File: config.mk
export PLATFORM = sky130hd
export DESIGN_NAME = carry_look_ahead_adder
export DESIGN_NICKNAME = d
export VERILOG_FILES = /design/src/rtl/cla_pkg.sv /design/src/rtl/cla4_block.sv /design/src/rtl/carry_look_ahead_adder.sv
export SDC_FILE = /design/constraint.sdc
export NUM_CORES = 1
export LEC_CHECK = 0
export ABC_AREA = 1
export BUFFER_PORTS_ARGS = -buffer_cell sky130_fd_sc_hd__clkbuf_2
export CAP_MARGIN = 40
export CORE_AREA = 5 5 42 44
export CTS_CLUSTER_DIAMETER = 30
export DETAILED_ROUTE_END_ITERATION = 10
export DIE_AREA = 0 0 47 49
export GPL_ROUTABILITY_DRIVEN = 0
export HOLD_SLACK_MARGIN = 0.1
export PLACE_DENSITY_LB_ADDON = 0.2
export SLEW_MARGIN = 20
export SYNTH_ARGS = -nofsm -noshare
export SYNTH_HDL_FRONTEND = slang
export SYNTH_SLANG_ARGS = --single-unit
File: constraint.sdc
create_clock -name clk -period 0.8 [get_ports clk]
set_input_delay 0.12 -clock clk [delete_from_list [all_inputs] [get_ports clk]]
set_output_delay 0.12 -clock clk [all_outputs]
set_load 0.02 [all_outputs]
File: src/rtl/cla_pkg.sv
// cla_pkg: shared group width, group generate/propagate type and 4-bit lookahead helpers.
package cla_pkg;
    localparam int GROUP_W = 4;
    typedef struct packed {
        logic gg;
        logic gp;
    } gp_pair_t;
    // Every carry is a flat sum of products of g, p and c0; nothing ripples inside a group.
    function automatic logic [GROUP_W-1:0] group_carry(input logic [GROUP_W-1:0] g, input logic [GROUP_W-1:0] p, input logic c0);
        logic [GROUP_W-1:0] c;
        c[0] = c0;
        c[1] = g[0] | (p[0] & c0);
        c[2] = g[1] | (p[1] & g[0]) | (p[1] & p[0] & c0);
        c[3] = g[2] | (p[2] & g[1]) | (p[2] & p[1] & g[0]) | (p[2] & p[1] & p[0] & c0);
        return c;
    endfunction
    function automatic gp_pair_t group_gp(input logic [GROUP_W-1:0] g, input logic [GROUP_W-1:0] p);
        gp_pair_t r;
        r.gg = g[3] | (p[3] & g[2]) | (p[3] & p[2] & g[1]) | (p[3] & p[2] & p[1] & g[0]);
        r.gp = &p;
        return r;
    endfunction
endpackage

File: src/rtl/cla4_block.sv
// cla4_block: combinational 4-bit lookahead group producing sum bits and group generate/propagate.
module cla4_block
    import cla_pkg::*;
(
    input  logic [GROUP_W-1:0] a,
    input  logic [GROUP_W-1:0] b,
    input  logic               c0,
    output logic [GROUP_W-1:0] s,
    output logic               gg,
    output logic               gp
);
    logic [GROUP_W-1:0] w_g;
    logic [GROUP_W-1:0] w_p;
    logic [GROUP_W-1:0] w_c;
    gp_pair_t           w_grp;
    assign w_g   = a & b;
    assign w_p   = a ^ b;
    assign w_c   = group_carry(w_g, w_p, c0);
    assign s     = w_p ^ w_c;
    assign w_grp = group_gp(w_g, w_p);
    assign gg    = w_grp.gg;
    assign gp    = w_grp.gp;
endmodule

File: src/rtl/carry_look_ahead_adder.sv
// carry_look_ahead_adder: registered two-level carry-lookahead adder, {Cout,S} = A + B + Cin.
// Define CLA_IN_REG_EN to register A/B/Cin ahead of the lookahead logic (latency 2 instead of 1).
module carry_look_ahead_adder
    import cla_pkg::*;
#(
    parameter int WIDTH = 4
) (
    input  logic             clk,
    input  logic             rst_n,
    input  logic [WIDTH-1:0] A,
    input  logic [WIDTH-1:0] B,
    input  logic             Cin,
    output logic [WIDTH-1:0] S,
    output logic             Cout
);
    localparam int NG = WIDTH / GROUP_W;
    logic [WIDTH-1:0] w_a;
    logic [WIDTH-1:0] w_b;
    logic             w_cin;
    logic [WIDTH-1:0] w_s;
    logic [NG-1:0]    w_gg;
    logic [NG-1:0]    w_gp;
    logic [NG:0]      w_gen;
    logic [NG:0]      w_c;
    logic             w_t;
    logic [WIDTH-1:0] r_s;
    logic             r_cout;
`ifdef CLA_IN_REG_EN
    logic [WIDTH-1:0] r_a;
    logic [WIDTH-1:0] r_b;
    logic             r_cin;
    always_ff @(posedge clk or negedge rst_n) begin
        if (!rst_n) begin
            r_a   <= '0;
            r_b   <= '0;
            r_cin <= 1'b0;
        end else begin
            r_a   <= A;
            r_b   <= B;
            r_cin <= Cin;
        end
    end
    assign w_a   = r_a;
    assign w_b   = r_b;
    assign w_cin = r_cin;
`else
    assign w_a   = A;
    assign w_b   = B;
    assign w_cin = Cin;
`endif
    for (genvar k = 0; k < NG; k++) begin : g_grp
        cla4_block u_blk (
            .a  (w_a[k*GROUP_W +: GROUP_W]),
            .b  (w_b[k*GROUP_W +: GROUP_W]),
            .c0 (w_c[k]),
            .s  (w_s[k*GROUP_W +: GROUP_W]),
            .gg (w_gg[k]),
            .gp (w_gp[k])
        );
    end
    // Generator index 0 is Cin, index j>0 is GG[j-1]; each group carry ORs every generator
    // ANDed with the propagates between it and that group, so no carry depends on another.
    assign w_gen = {w_gg, w_cin};
    always_comb begin
        w_c    = '0;
        w_t    = 1'b0;
        w_c[0] = w_cin;
        for (int k = 0; k < NG; k++) begin
            for (int j = 0; j <= k + 1; j++) begin
                w_t = w_gen[j];
                for (int m = j; m <= k; m++) w_t = w_t & w_gp[m];
                w_c[k+1] = w_c[k+1] | w_t;
            end
        end
    end
    always_ff @(posedge clk or negedge rst_n) begin
        if (!rst_n) begin
            r_s    <= '0;
            r_cout <= 1'b0;
        end else begin
            r_s    <= w_s;
            r_cout <= w_c[NG];
        end
    end
    assign S    = r_s;
    assign Cout = r_cout;
endmodule

# Word-level counts from Yosys, hierarchy flattened
# Index checks and enable logic that the tools add are counted.
# W data, S select, Z words.
[word_totals]
register_bits = 5
output_inout_bits = 5
[op_classes]
reduce_logical = 1
bitwise_logic = 28
[op_table]
columns = ["cell", "count"]
rows = [
  ["$and A1 B1 Y1", 15],
  ["$or A1 B1 Y1", 10],
  ["$xor A4 B4 Y4", 2],
  ["$and A4 B4 Y4", 1],
  ["$reduce_and A4 Y1", 1],
]

# Depth between registers and ports, before layout
[logic_depth]
word_depth = 6
ltp_mapped = 7

# Modules after synthesis
# From an unflattened synthesis, not the netlist that was laid out.
[hier_totals]
cells_unflattened = 40
hier_area_um2 = 337.8
[by_module_without_submodules]
columns = ["mod", "cells_each", "area_each_um2", "n_inst"]
rows = [
  ["cla4_block", 32, 201.4, 1],
  ["carry_look_ahead_adder", 8, 136.4, 1],
]

# Worst setup path before layout
# No wires, ideal clock.
[synth_path]
path_kind = "input-to-reg"
start = "input A[2]"
end = "register r_s[3] (netlist: S[3])"
n_path_buf = 0
slack_ns = -0.178
stages = 6
setup_time_ns = 0.117
t_arrival_ns = 0.861
cell_sequence = "ha_1 -> or2_0 -> nand2_1 -> nand2_1 -> nand2_1 -> nand2_1"
[synth_via]
elab_chain_cells = 6
[synth_rtl]
columns = ["item", "line", "rtl"]
rows = [
  ["from (decl)", "carry_look_ahead_adder.sv:10", "input logic [WIDTH-1:0] A,"],
  ["$xor A4 B4 Y4", "cla4_block.sv:17", "assign w_p = a ^ b;"],
  ["$and A1 B1 Y1", "cla_pkg.sv:14", "c[3] = g[2] | (p[2] & g[1]) | (p[2] & p[1] & g[0]) | (p[2] & p[1] & p[0] & c0);"],
  ["$or A1 B1 Y1 / $and A1 B1 Y1 (equally long branches) (2 in a row)", "cla_pkg.sv:14", ""],
  ["$or A1 B1 Y1 *", "cla_pkg.sv:14", ""],
  ["$xor A4 B4 Y4 *", "cla4_block.sv:19", "assign s = w_p ^ w_c;"],
  ["net g_grp[0].u_blk.s[3]", "cla4_block.sv:8", "output logic [GROUP_W-1:0] s,"],
  ["to (signal assigned)", "carry_look_ahead_adder.sv:81", "r_s <= w_s;"],
  ["to (decl)", "carry_look_ahead_adder.sv:26", "logic [WIDTH-1:0] r_s;"],
]
# The timed path passes the listed nets; every way through them passes the cells marked *.

# Worst setup path after layout
[layout_path]
start = "register r_s[2] (netlist: S[2])"
end = "output S[2]"
[layout_lines]
columns = ["item", "line", "rtl"]
rows = [
  ["to (decl)", "carry_look_ahead_adder.sv:13", "output logic [WIDTH-1:0] S,"],
]
# No word-level cell between the ends.

==> results.sh <==
export IMPL_syn_nets=52
export IMPL_grt_max_degree=6
export IMPL_power_leakage_nw=0.291
export IMPL_p_per_area_nw_per_um2=1720
export IMPL_required_ns=0.68
export IMPL_drv_slew=0
export IMPL_clockRootBuffer="clkbuf_4"
export IMPL_crit_family="flip-flops"
export IMPL_via_per_inst=4.04
export IMPL_placedInstanceArea_sq_um=464
export IMPL_slowest_delay_ns=0.37
export IMPL_dr_pass1_iters=2
export IMPL_ys_seq_elements=5
export IMPL_n_fill_cell=154
export IMPL_worst_pin_slew_ns=0.116
export IMPL_wl_um=604
export IMPL_grt_total_usage_pct=5.87
export IMPL_finalPower_uw=925
export IMPL_io_buffers=15
export IMPL_finalCriticalPeriod_ns=0.850
export IMPL_areaGrowthSynthToFinish_pct=73.1
export IMPL_path_class="flip-flop to primary output"
export IMPL_hp_class="input pin to flip-flop"
export IMPL_layout_drive_gt1_share_pct=45.8
export IMPL_numCtsBuffers=3
export IMPL_arrival_ns=0.73
export IMPL_grt_busiest_layer="met2"
export IMPL_stdcell_area_sq_um=539
export IMPL_wl_per_cell_um=8.05
export IMPL_ys_seq_area_share_pct=40.2
export IMPL_fmax_ghz=1.18
export IMPL_setup_violations=5
export IMPL_met1_usage_pct=6.89
export IMPL_endpoint_kind="primary output"
export IMPL_num_io_pins=16
export IMPL_slew_headroom_pct=92.2
export IMPL_start_kind="flip-flop"
export IMPL_cts_path_max_buffers=2
export IMPL_grtUsageMet2_pct=8.37
export IMPL_syn_inst=36
export IMPL_ant_nets=0
export IMPL_core_area_sq_um=1400
export IMPL_postCtsSetupBuffers=0
export IMPL_cts_tree="done"
export IMPL_yosys_top_cells_area="dfrtp_1, ha_1, nand2_1"
export IMPL_nets=76
export IMPL_min_from="B[3]"
export IMPL_slowest_stage="dfrtp_1"
export IMPL_rsz0062_at_grt="yes"
export IMPL_syn_area_sq_um=312
export IMPL_pre_cts_ws_ns=-0.197
export IMPL_die_x_um=47
export IMPL_die_h_um=49
export IMPL_synth_distinct_cells=11
export IMPL_grt_antenna_before_repair=0
export IMPL_start_util_pct=22.2
export IMPL_ir_drop_mv=0.442
export IMPL_synth_top_area_share_pct=40.2
export IMPL_hold_viol=0
export IMPL_die_area_sq_um=2300
export IMPL_n_antenna_cell=0
export IMPL_cts_sinks=5
export IMPL_place_inst=70
export IMPL_met3_usage_pct=1.11
export IMPL_setup_ws_ns=-0.0500
export IMPL_yosysWarnings=0
export IMPL_fin_crit_sh_pct=106
export IMPL_drc=0
export IMPL_htreeDepth=1
export IMPL_grt_pass1_wl_um=993
export IMPL_synth_largest_area_cell="dfrtp_1"
export IMPL_violations="negative setup slack"
export IMPL_final_cells=75
export IMPL_grt_overflow_total=0
export IMPL_drv_cap=0
export IMPL_status="finished with violations"
export IMPL_routed_via_count=303
export IMPL_first_global_vias=304
export IMPL_syn_mean_instance_area_sq_um=8.65
export IMPL_dr_first_iter_drc_count=2
export IMPL_cts_clk_slew_worst_paths_ns=0.04
export IMPL_critical_path_cell_chain="buf_6"
export IMPL_startpoint="S[2]$_DFF_PN0_"
export IMPL_hpwl_um=553
export IMPL_crit_buf_inv=1
export IMPL_fp_row_count=14
export IMPL_crit_fanout=1
-- state kept, by name (all words and copies together), names as in the netlist --
| register | count |
|---|---|
| S | 4 |
| Cout | 1 |
-- cells by family after synthesis --
kind of cell,Yosys count,synth area share [%]
AOI/OAI and AO/OA,1,1.60
xor gates and xnor gates,1,2.81
adders and majority gates,5,22.5
buffers and inverters,7,8.44
DFF,5,40.2
and+or+nand+nor,17,24.5
-- final timing paths --
check,end,slack (ns),cells past startpoint
setup / recovery,S[2],-0.05,1
hold / removal,Cout$_DFF_PN0_,0.23,4
max in group asynchronous,S[0]$_DFF_PN0_,0.43,2
min in group asynchronous,S[2]$_DFF_PN0_,0.24,2
-- synthesized netlist by cell type --
cell type,count
ha_1,4
or2_0,1
a21oi_1,1
nor2_1,1
nand2_1,9
xnor2_1,1
nand3_1,4
fa_1,1
dfrtp_1,5
inv_1,7
nand4_1,2
-- metrics by stage --
| stage | setup TNS, ns | utilization [%] | hold slack, ns |
|---|---|---|---|
| 2_1_floorplan | -0.0583 | - | -0.176 |
| 3_3_place_gp | -0.842 | 33.1 | -0.0623 |
| 3_5_place_dp | -0.851 | 33.1 | -0.0605 |
| 4_1_cts | -0.317 | 35.7 | 0.226 |
| 5_1_grt | -0.345 | 38.5 | 0.250 |
| 6_report | -0.230 | 38.5 | 0.231 |
-- layout by cell type (no fill, tap or decap), drive strengths merged --
master and count:
dlygate4sd3 1, ha 4, nor2 1, nand2 9, clkbuf 14, buf 8
dfrtp 5, xnor2 1, or2 1, nand3 4, a21oi 1, nand4 2
fa 1, inv 7
-- routing by layer --
layer | routed length, um | vias to the layer above
met2 | 323 | 10
met1 | 228 | 132
li1 | - | 161
met3 | 52 | 0
met5 | 0 | -
met4 | 0 | 0
-- where the power goes --
group | switching, mW | internal (mW) | leakage, nW | total [mW]
Sequential | 0.0176 | 0.294 | 0.0593 | 0.312
Combinational | 0.161 | 0.176 | 0.216 | 0.337
Clock | 0.0890 | 0.188 | 0.0150 | 0.277
-- layout make-up --
type / instances / area [sq um] / share of cell area (%)
Clock buffer: 4 / 26.3 / 4.87
Multi-Input combinational cell: 24 / 195 / 36.2
Sequential cell: 5 / 125 / 23.2
Timing Repair Buffer: 19 / 139 / 25.8
Inverter: 7 / 33.8 / 6.26
Tap cell: 16 / 20.0 / 3.71
-- what timing repair did --
item / in CTS / in global routing
pin swaps: 0 / 0
gates resized for setup: 0 / 17
setup endpoints to repair: 5 / 6
hold buffers: 1 / 0
endpoints found under the hold margin: 5 / 0
(Power assumes the default switching activity.)
